`config.mk`:
```
export PLATFORM = sky130hd
export DESIGN_NAME = rt_ibex_pcs_seq
export DESIGN_NICKNAME = d
export VERILOG_FILES = /design/src/rtl/rt_ibex_pcs_pkg.sv /design/src/rtl/rt_ibex_pcs_level_stack.sv /design/src/rtl/rt_ibex_pcs_seq.sv
export SDC_FILE = /design/constraint.sdc
export NUM_CORES = 1
export LEC_CHECK = 0
export CAP_MARGIN = 30
export CORE_ASPECT_RATIO = 1.75
export CORE_UTILIZATION = 57
export DETAILED_ROUTE_END_ITERATION = 7
export PLACE_DENSITY = 0.79
export SETUP_SLACK_MARGIN = 0.5
export SLEW_MARGIN = 20
export SYNTH_ARGS = -nofsm -noshare
export SYNTH_HDL_FRONTEND = slang
export SYNTH_HIERARCHICAL = 1
export SYNTH_SLANG_ARGS = --single-unit
export TNS_END_PERCENT = 5
```
`constraint.sdc`:
```
create_clock -name clk_i -period 2.7 [get_ports clk_i]
set_input_delay 0.405 -clock clk_i [delete_from_list [all_inputs] [get_ports clk_i]]
set_output_delay 0.405 -clock clk_i [all_outputs]
set_load 0.01 [all_outputs]
```
`src/rtl/rt_ibex_pcs_pkg.sv`:
```
// rt_ibex_pcs_pkg: FSM state type and default parameters
// shared by the PCS sequencer and its level stack.
package rt_ibex_pcs_pkg;

  localparam int unsigned NrSavedRegsDef   = 9;
  localparam int unsigned MaxDepthDef      = 8;
  localparam int unsigned IrqLevelWidthDef = 8;

  typedef enum logic [1:0] {
    ST_IDLE    = 2'd0,
    ST_PUSH    = 2'd1,
    ST_RESTORE = 2'd2
  } pcs_state_e;

endpackage

```
`src/rtl/rt_ibex_pcs_level_stack.sv`:
```
// rt_ibex_pcs_level_stack: LIFO of interrupt levels, Depth x Width.
// Ports: clk_i, rst_ni, i_push, i_pop, i_data, o_top (0 when empty), o_count.
module rt_ibex_pcs_level_stack
  import rt_ibex_pcs_pkg::*;
#(
  parameter int unsigned Depth = MaxDepthDef,
  parameter int unsigned Width = IrqLevelWidthDef
) (
  input  logic                       clk_i,
  input  logic                       rst_ni,
  input  logic                       i_push,
  input  logic                       i_pop,
  input  logic [Width-1:0]           i_data,
  output logic [Width-1:0]           o_top,
  output logic [$clog2(Depth+1)-1:0] o_count
);

  localparam int unsigned CW = $clog2(Depth + 1);
  localparam int unsigned AW = (Depth > 1) ? $clog2(Depth) : 1;
  localparam logic [CW-1:0] Full = CW'(Depth);

  logic [Width-1:0] r_mem [Depth];
  logic [CW-1:0]    r_count;
  logic [CW-1:0]    w_cnt_m1;
  logic [AW-1:0]    w_wr_idx;
  logic [AW-1:0]    w_top_idx;

  assign w_cnt_m1  = r_count - CW'(1);
  assign w_wr_idx  = r_count[AW-1:0];
  assign w_top_idx = w_cnt_m1[AW-1:0];

  always_ff @(posedge clk_i or negedge rst_ni) begin
    if (!rst_ni) begin
      r_count <= '0;
      for (int i = 0; i < int'(Depth); i++) begin
        r_mem[i] <= '0;
      end
    end else if (i_push && (r_count != Full)) begin
      r_mem[w_wr_idx] <= i_data;
      r_count         <= r_count + CW'(1);
    end else if (i_pop && (r_count != '0)) begin
      r_mem[w_top_idx] <= '0;
      r_count          <= w_cnt_m1;
    end
  end

  assign o_top   = (r_count == '0) ? '0 : r_mem[w_top_idx];
  assign o_count = r_count;

endmodule

```
`src/rtl/rt_ibex_pcs_seq.sv`:
```
// rt_ibex_pcs_seq: nested-interrupt context push / register restore
// sequencer. Optional macro RT_IBEX_PCS_LEVEL_CHECK_EN enables level check.
// Ports: irq_ack_i/irq_level_i, mret_req_i in; lifo/rf strobes, stall_o,
// mret_done_o, depth_o, curr_level_o, irq_allow_o, error flags out.
module rt_ibex_pcs_seq
  import rt_ibex_pcs_pkg::*;
#(
  parameter int unsigned NrSavedRegs   = NrSavedRegsDef,
  parameter int unsigned MaxDepth      = MaxDepthDef,
  parameter int unsigned IrqLevelWidth = IrqLevelWidthDef
) (
  input  logic                          clk_i,
  input  logic                          rst_ni,
  input  logic                          irq_ack_i,
  input  logic [IrqLevelWidth-1:0]      irq_level_i,
  input  logic                          mret_req_i,
  output logic                          lifo_push_o,
  output logic                          lifo_pop_o,
  output logic                          rf_we_o,
  output logic [$clog2(NrSavedRegs)-1:0] rf_idx_o,
  output logic                          stall_o,
  output logic                          mret_done_o,
  output logic [$clog2(MaxDepth+1)-1:0] depth_o,
  output logic [IrqLevelWidth-1:0]      curr_level_o,
  output logic                          irq_allow_o,
  output logic                          overflow_o,
  output logic                          underflow_o,
  output logic                          level_err_o
);

  localparam int unsigned IdxW = $clog2(NrSavedRegs);
  localparam int unsigned DW   = $clog2(MaxDepth + 1);
  localparam logic [IdxW-1:0] LastIdx = IdxW'(NrSavedRegs - 1);
  localparam logic [DW-1:0]   MaxD    = DW'(MaxDepth);

  pcs_state_e               r_state;
  logic [IdxW-1:0]          r_idx;
  logic [IrqLevelWidth-1:0] r_level;
  logic                     r_ovf;

  logic [DW-1:0]            w_depth;
  logic [IrqLevelWidth-1:0] w_top;
  logic w_idle, w_full, w_empty, w_lvl_bad;
  logic w_ack, w_take, w_mret, w_start;
  logic w_underflow, w_push, w_last;

  assign w_idle  = (r_state == ST_IDLE);
  assign w_full  = (w_depth == MaxD);
  assign w_empty = (w_depth == '0);

`ifdef RT_IBEX_PCS_LEVEL_CHECK_EN
  assign w_lvl_bad = !w_empty && (irq_level_i <= w_top);
`else
  assign w_lvl_bad = 1'b0;
`endif

  // Ack has priority; a concurrent mret stays pending.
  assign w_ack       = w_idle && irq_ack_i;
  assign w_take      = w_ack && !w_full && !w_lvl_bad;
  assign w_mret      = w_idle && mret_req_i && !irq_ack_i;
  assign w_start     = w_mret && !w_empty;
  assign w_underflow = w_mret && w_empty;
  assign w_push      = (r_state == ST_PUSH);
  assign w_last      = (r_state == ST_RESTORE) && (r_idx == LastIdx);

  always_ff @(posedge clk_i or negedge rst_ni) begin
    if (!rst_ni) begin
      r_state <= ST_IDLE;
      r_idx   <= '0;
      r_level <= '0;
    end else begin
      case (r_state)
        ST_IDLE: begin
          if (w_take) begin
            r_state <= ST_PUSH;
            r_level <= irq_level_i;
          end else if (w_start) begin
            r_state <= ST_RESTORE;
            r_idx   <= '0;
          end
        end
        ST_PUSH: r_state <= ST_IDLE;
        ST_RESTORE: begin
          if (w_last) begin
            r_state <= ST_IDLE;
            r_idx   <= '0;
          end else begin
            r_idx <= r_idx + IdxW'(1);
          end
        end
        default: r_state <= ST_IDLE;
      endcase
    end
  end

  always_ff @(posedge clk_i or negedge rst_ni) begin
    if (!rst_ni) begin
      r_ovf <= 1'b0;
    end else if (w_ack && w_full) begin
      r_ovf <= 1'b1;
    end
  end

  // Level enters the stack at the end of PUSH, together with depth.
  rt_ibex_pcs_level_stack #(
    .Depth (MaxDepth),
    .Width (IrqLevelWidth)
  ) u_lvl (
    .clk_i   (clk_i),
    .rst_ni  (rst_ni),
    .i_push  (w_push),
    .i_pop   (w_last),
    .i_data  (r_level),
    .o_top   (w_top),
    .o_count (w_depth)
  );

  assign lifo_push_o  = w_push;
  assign lifo_pop_o   = w_last;
  assign rf_we_o      = (r_state == ST_RESTORE);
  assign rf_idx_o     = r_idx;
  assign stall_o      = !w_idle;
  assign mret_done_o  = w_last || w_underflow;
  assign depth_o      = w_depth;
  assign curr_level_o = w_top;
  assign irq_allow_o  = w_idle && (w_depth < MaxD);
  assign overflow_o   = r_ovf;
  assign underflow_o  = w_underflow;
  assign level_err_o  = w_ack && !w_full && w_lvl_bad;

endmodule

```
Word-level counts from Yosys, hierarchy flattened
Index checks and enable logic that the tools add are counted.
Word-level totals
  register bits after elaboration: 83
  bits of input ports: 12
  logic and storage cells: 81
Operators by class
  add/subtract/negate cells: 3
  $lt $le $gt $ge: 5
  equality and inequality tests: 9
  mux-type cells: 21
  bitwise operators: 4
  reduce and logical (&&, ||, !) cells: 26
Operators by type and width (count)
  2-to-1 mux 64 bit: 2
  AND 64 bit: 1
  bitwise mux 64 bit: 1
  NOT 64 bit: 1
  demux 8 bit (select 3 bit): 2
  2-to-1 mux 8 bit: 5
  binary-select mux 8 bit (select 3 bit): 1
  2-to-1 mux 4 bit: 5
  logical AND 1 bit: 13
  adder 4 x 1 -> 4 bit, second input constant: 2
  == test 4 bit, second input constant: 2
  greater-or-equal comparator 4 bit, second input constant: 2
  < comparator 4 x 1 -> 1 bit, second input constant: 2
  NOT 3 -> 4 bit: 2
  one-hot mux 4 bit (2 select lines): 1
  2-to-1 mux 2 bit: 3
  logical NOT 1 bit: 4
  logical NOT 4 bit: 1
  < comparator 4 bit, second input constant: 1
  != test 2 x 1 -> 1 bit, second input constant: 2
  != test 4 bit, second input constant: 1
  one-hot mux 2 bit (2 select lines): 1
  AND reduction 2 bit: 2
  nonzero test 2 bit: 2
  other kinds (9): 9

Logic depth before layout (Yosys ltp)
Gate-level depths: netlist of run 1.
  depth in word-level cells: 10
  depth in mapped cells: 8
  mapped depth without buffers: 8

Cells and area by module
Netlist of run 1, hierarchy kept.
By module, submodules not included
  rt_ibex_pcs_level_stack: times used 1, cells each 267, area each 3335.7 um^2, seq. area each 1701.6 um^2
  rt_ibex_pcs_seq: times used 1, cells each 70, area each 784.5 um^2, seq. area each 375.4 um^2

Worst setup path before layout of run 1
Ideal clock, no wire load.
  path type: reg2out
  start: reg u_lvl.r_count[0] (netlist: u_lvl/o_count[0])
  end: out curr_level_o[3]
  data arrival time: 2248 ps
  data required time: 2295 ps
  path slack: 47 ps
  cell stages (with the launch flop): 9
  path buffers: 3
  path through: dfrtp_1 -> buf_2 -> inv_1 -> ha_1 -> buf_2 -> buf_1 -> mux4_2 -> nand2_1 -> a21oi_1
On the way
  cells in the longest elaborated chain, start to end: 6
RTL lines
  start: declaration: RTL line rt_ibex_pcs_level_stack.sv:23  | logic [CW-1:0] r_count;
  start signal: assignment: RTL line rt_ibex_pcs_level_stack.sv:40  | r_count <= r_count + CW'(1);
  start signal: assignment: RTL line rt_ibex_pcs_level_stack.sv:43  | r_count <= w_cnt_m1;
  subtractor 4 x 1 -> 4 bit: RTL line rt_ibex_pcs_level_stack.sv:28  | assign w_cnt_m1 = r_count - CW'(1);
  named net u_lvl.w_cnt_m1[0]: RTL line rt_ibex_pcs_level_stack.sv:24  | logic [CW-1:0] w_cnt_m1;
  NOT 3 -> 4 bit (not written as such): RTL line rt_ibex_pcs_level_stack.sv:47  | assign o_top = (r_count == '0) ? '0 : r_mem[w_top_idx];
  binary-select mux 8 bit (select 3 bit): RTL line rt_ibex_pcs_level_stack.sv:47
  2-to-1 mux 8 bit (not written as such) (2 in a row): RTL line rt_ibex_pcs_level_stack.sv:47
  2-to-1 mux 8 bit: RTL line rt_ibex_pcs_level_stack.sv:47
  end: declaration: RTL line rt_ibex_pcs_seq.sv:24  | output logic [IrqLevelWidth-1:0] curr_level_o,
The timed path passes the listed nets, and every way through them passes these cells. The select of a mux whose other input is x is not followed.

Final worst setup path of run 1
  start: reg u_lvl.r_count[0] (netlist: u_lvl/o_count[0])
  end: out curr_level_o[0]
Same word-level chain as after synthesis.

==> results.cfg, run 1 <==
[setup_path]
slowest_stage = dfrtp_2
cpPeakStageDelay_ns = 0.39
cp_data_required_time_ns = 2.30
critPathArrivalTime_ns = 1.93
start_kind = flop
path_cells = inv_2 > ha_4 > clkbuf_16 > mux4_2 > nand2_2 > a21oi_2 > clkbuf_2
critical_path.max_fanout = 6
endpoint_kind = primary output
critPathKind = reg2out

[timing]
clock.fmax_ghz = 0.429
slew_headroom = 0.588
layout_setup_ws_ns = 0.366
post-route-period-util = 0.864
setup_viol = 0
period_needed_ns = 2.33
drv_slew = 0
holdWs_ns = 0.0369
rsz0062_at_grt = yes
fin_tns_setup_ns = 0
hold_viol = 0
skew_ns = 0.0110
tightest_slew_ns = 0.613

[synthesis]
synth-seq-area-share = 0.504
ys_seq_elements = 83
ys_types = 54
synth_compound_area_frac = 0.227
synth_top_family_by_area = compound AO/OA/AOI/OAI gates
synth_nets = 353
synth_xor_xnor_area_share = 0.00213
synth_area_um2 = 4120
yosysWarnings = 6
synth.most_common_cell = dfrtp_1
synth.area.mux_share = 0.109
yosysTopAreaCell = dfrtp_1
synthAdderAreaFrac = 0.0121
synth_edf_count = 0
netlist.area_leader.share = 0.504
synthCells = 337
yosys-top-cells-count = dfrtp_1 (83), a22o_1 (64), nand2_1 (23), a21oi_1 (17), mux4_2 (16)
netlist_top_cells_area = dfrtp_1 (50%), a22o_1 (14%), mux4_2 (8.7%)
synthFlopType = dfrtp_1
synth_simple_gate_area_share = 0.105
avgSynthCellArea_um2 = 12.2
async_flop_share = 1.00

[flow_run]
max-cap-violations = 0

[final_layout]
drive_gt1_frac = 0.334
n_fill_cell = 468
postLayoutCellArea_um2 = 5220
diodes = 0
layout.nets = 412
instances_no_fill = 485
final_util = 0.756
areaGrowthSynthToFinish_pct = 26.7

[clocking]
cts_sinks = 83
numCtsBuffers = 9
clock_latency_ns = 0.34
htree_levels = 3
cts_root_buf = clkbuf_16
clk_pin_slew_ns = 0.07
clk_path_buf_depth = 2
cts_tree = yes
cts_hold_buf = 0

[global_routing]
antenna_found_initial = 0
grt_pass1_wl_mm = 17.9
grt_max_degree = 45
grt_pass1_vias = 3439
grt_overflow = 0
grt_usage = 0.331

[placement]
dp_hpwl_mm = 7.40
io_buffer_count = 35
place_area_um2 = 4730
finalWeightedCongestion = 0.916
pre_cts_ws_ns = 0.244
dp_cells = 460

[detailed_routing]
routed_wirelength_mm = 11.5
drc = 0
ant_nets = 0
wire_per_inst_um = 23.7
drt-vias-per-instance = 6.89
dr.first_iter.drc_count = 342
drtPass1Iterations = 5
vias = 3343

[power_and_ir_drop]
max-vdd-ir-drop_mv = 0.907
power.share.clock = 0.164
p_total_mw = 7.27
power_frac_seq = 0.337
power.density_nw_per_um2 = 1390
p_int_mw = 4.39
power_switching_mw = 2.88
power_switching_share = 0.396
p_leak_nw = 2.36
comb_power_share = 0.499

[die]
core_area_um2 = 6910
num_rows = 40
start_util = 0.597
die_y_um = 114
die_w_um = 66.3
die_area_um2 = 7590
io_pins = 37

[worst_hold_path]
hold_class = in2async

[status]
outcome = finished clean
-- cell usage in the layout (no fill, tap or decap), types with 3 or more instances in the layout --
master and count:
a21oi_1 13, a21oi_2 4, a22o_1 64, a31o_2 3
buf_12 3, buf_4 33, clkbuf_16 10, clkbuf_2 8
clkdlybuf4s50_1 23, dfrtp_1 79, dfrtp_2 4, ha_1 3
inv_1 9, inv_2 3, inv_6 4, mux2_2 8
mux4_2 16, nand2_1 18, nand2_2 4, nand2b_1 6
nand3_1 3, nor2_1 10, nor2b_1 4, nor3_2 4
o21ai_0 3, o221ai_1 3, o221ai_2 3
-- power by group through the flow --
stage               sequential (mW)  clock [mW]  combinational (mW)
global route                   2.51        1.25                3.85
detailed placement             2.41           0                3.29
floorplan                      2.16           0                2.34
global placement               2.37           0                3.22
finish                         2.45        1.19                3.63
CTS                            2.42        1.21                3.36
-- per-layer routing --
layer	vias to the layer above	wire [µm]	track usage
met5	-	0	0
met3	46	784	0.0478
met2	195	5940	0.535
met1	1689	4150	0.407
li1	1413	-	-
met4	0	599	0.220
-- critical path, delay by kind of cell (launching register included) --
family / cells / cell delay [ns]
AO/OA/AOI/OAI: 1 / 0.07
buffers and inverters: 3 / 0.36
adder cells (fa/ha/maj): 1 / 0.32
AND/OR/NAND/NOR: 1 / 0.11
multiplexers: 1 / 0.34
flip-flops: 1 / 0.39
-- registers in the layout (all words and copies together) (netlist names) --
register	cells
r_level	8
u_lvl/o_count	4
rf_idx_o	4
overflow_o	1
u_lvl/r_mem	64
r_state	2
-- cell type report --
type                            count  area, µm²  share of cell area
Clock buffer                        9        225              0.0432
Inverter                           12       45.0             0.00863
Multi-Input combinational cell    218       2040               0.392
Clock inverter                      7       68.8              0.0132
Timing Repair Buffer               72        648               0.124
Tap cell                           84        105              0.0201
Sequential cell                    83       2080               0.399
-- final timing paths --
| kind | endpoint | cells past startpoint | start | slack (ns) |
|---|---|---|---|---|
| worst max register to register | u_lvl/r_mem[63] | 7 | r_state[1] | 0.46 |
| max in group asynchronous | u_lvl/r_mem[45] | 2 | rst_ni | 1.89 |
| worst min register to register | overflow_o | 1 | overflow_o | 0.49 |
| min in group clk_i | overflow_o | 1 | overflow_o | 0.49 |
| worst max-delay path | curr_level_o[0] | 7 | u_lvl/o_count[0] | 0.37 |
| worst min-delay path | r_state[1] | 1 | rst_ni | 0.04 |
-- cell families after synthesis --
family,Yosys count
AOI/OAI and AO/OA,114
DFF,83
and+or+nand+nor,74
buffers and inverters,36
muxes,24
adders and majority gates,4
other,1
xor gates and xnor gates,1
-- timing repair --
item | CTS | global route
gates resized for setup | 26 | 34
pin swaps | 3 | 5
setup endpoints to repair | 76 | 79
cloned | 0 | 1
setup buffers | 5 | 3
hold endpoints to repair | 0 | 0
No activity file was read; power rests on OpenSTA's default activity.
==> run 2, diff against run 1 <==
--- a/config.mk
+++ b/config.mk
@@ -6,12 +6,15 @@
 export NUM_CORES = 1
 export LEC_CHECK = 0
 export CAP_MARGIN = 30
+export CELL_PAD_IN_SITES_DETAIL_PLACEMENT = 0
+export CELL_PAD_IN_SITES_GLOBAL_PLACEMENT = 1
 export CORE_ASPECT_RATIO = 1.75
-export CORE_UTILIZATION = 57
+export CORE_UTILIZATION = 47
+export CTS_CLUSTER_DIAMETER = 200
 export DETAILED_ROUTE_END_ITERATION = 7
-export PLACE_DENSITY = 0.79
+export PLACE_DENSITY_LB_ADDON = 0.1
 export SETUP_SLACK_MARGIN = 0.5
-export SLEW_MARGIN = 20
+export SLEW_MARGIN = 10
 export SYNTH_ARGS = -nofsm -noshare
 export SYNTH_HDL_FRONTEND = slang
 export SYNTH_HIERARCHICAL = 1
==> results.cfg, run 2 (same netlist as run 1, synthesis figures left out) <==
[worst_hold_path]
hold_class = in2async

[final_layout]
regArea_um2 = 2080
layout.nets = 426
layout_common_cells = dfrtp_1 (79), a22o_1 (64), buf_4 (39)
largest_reg_flops = 64
reg_top3 = u_lvl/r_mem: 64 flops, r_level: 8 flops
postLayoutCellArea_um2 = 5460
n_fill_cell = 660
multiInputGateArea_um2 = 2050
diodes = 0
areaGrowthSynthToFinish_pct = 32.6
drive_gt1_frac = 0.359
mostFrequentLayoutCell = dfrtp_1
largest_register = u_lvl/r_mem

[placement]
dp_hpwl_mm = 7.33
place_area_um2 = 4790
io_buffer_count = 35
pre_cts_ws_ns = 0.217
finalWeightedCongestion = 0.808

[global_routing]
grt_usage = 0.276
grt_pass1_vias = 3399
grt_pass1_wl_mm = 18.4
grt_max_degree = 44
antenna_found_initial = 0
grt_overflow = 0

[clocking]
clock_latency_ns = 0.34
htree_levels = 3
cts_tree = yes
numCtsBuffers = 9
clk_path_buf_depth = 2
cts_hold_buf = 0
clk_pin_slew_ns = 0.06
cts_root_buf = clkbuf_16
cts_sinks = 83

[setup_path]
r2r-start = r_state[1]
start_kind = flop
critPathKind = reg2out
endpoint_kind = primary output
setup.worst_path.start = u_lvl/o_count[0]
critical_path.max_fanout = 7
critPathArrivalTime_ns = 1.98
cp_data_required_time_ns = 2.30

[timing]
hold_viol = 0
setup_viol = 0
fin_tns_setup_ns = 0
slew_headroom = 0.622
drv_slew = 0
rsz0062_at_grt = yes
clock.fmax_ghz = 0.420
tightest_slew_ns = 0.567
layout_setup_ws_ns = 0.320
post-route-period-util = 0.882
skew_ns = 0.0111
period_needed_ns = 2.38

[power_and_ir_drop]
p_total_mw = 7.56
max-vdd-ir-drop_mv = 0.730
power.density_nw_per_um2 = 1380
p_leak_nw = 2.43

[die]
die_area_um2 = 9160
die_y_um = 126
io_pins = 37
num_rows = 44
core_area_um2 = 8420
start_util = 0.489
die_w_um = 72.8

[detailed_routing]
ant_nets = 0
drc = 0
wire_per_inst_um = 21.9
drtPass1Iterations = 4
vias = 3254
drt-vias-per-instance = 6.14
dr.first_iter.drc_count = 190
routed_wirelength_mm = 11.6

[status]
outcome = finished clean

[flow_run]
max-cap-violations = 0
## run 2: layout make-up
type                       count  share of cell area
timing repair buffer          86               0.151
clock buffer                  13              0.0477
tap                          115              0.0263
sequential                    83               0.381
clock inverter                 3             0.00848
inverter                      12             0.00962
multi-input combinational    218               0.376
## run 2: metrics by stage
step	hold slack, ns	cells	utilization
6_report	0.0532	530	0.648
4_1_cts	0.0772	523	0.629
3_3_place_gp	0.439	493	0.569
3_5_place_dp	0.440	493	0.569
2_1_floorplan	0.109	337	-
5_1_grt	0.0932	530	0.648
## run 2: path summary, 6_finish.rpt
| check | depth (start not counted) | endpoint | slack, ns |
|---|---|---|---|
| setup / recovery | 8 | curr_level_o[3] | 0.32 |
| hold reg to reg | 1 | overflow_o | 0.47 |
| setup reg to reg | 10 | u_lvl/r_mem[47] | 0.41 |
| min in group clk_i | 1 | overflow_o | 0.47 |
| hold / removal | 1 | rf_idx_o[3] | 0.05 |
| max in group asynchronous | 2 | u_lvl/r_mem[19] | 2.01 |
## run 2: per-layer routing
| metal | global-route usage | wire length (µm) | up-vias |
|---|---|---|---|
| met2 | 0.445 | 6080 | 132 |
| met3 | 0.0512 | 496 | 33 |
| met5 | 0 | 0 | - |
| li1 | - | - | 1430 |
| met1 | 0.345 | 4530 | 1659 |
| met4 | 0.151 | 511 | 0 |
## run 2: report_power, final
| group | switching [mW] | internal [mW] | total (mW) |
|---|---|---|---|
| clock network | 0.478 | 0.769 | 1.25 |
| registers | 0.576 | 1.85 | 2.42 |
| logic | 1.79 | 2.10 | 3.89 |
## run 2: worst max-delay path, cell delays in order, from the launching register on
cell	delay [ns]
dfrtp_2	0.43
inv_2	0.09
ha_4	0.23
buf_12	0.15
buf_4	0.13
mux4_2	0.33
nand2_2	0.09
a21oi_2	0.05
buf_2	0.14
## run 2: timing repair
| action | 4_1_cts | 5_1_grt |
|---|---|---|
| endpoints found under the setup margin | 77 | 79 |
| pin swaps | 9 | 6 |
| buffers inserted | 13 | 6 |
| gates cloned | 1 | 1 |
| resized for setup | 55 | 21 |
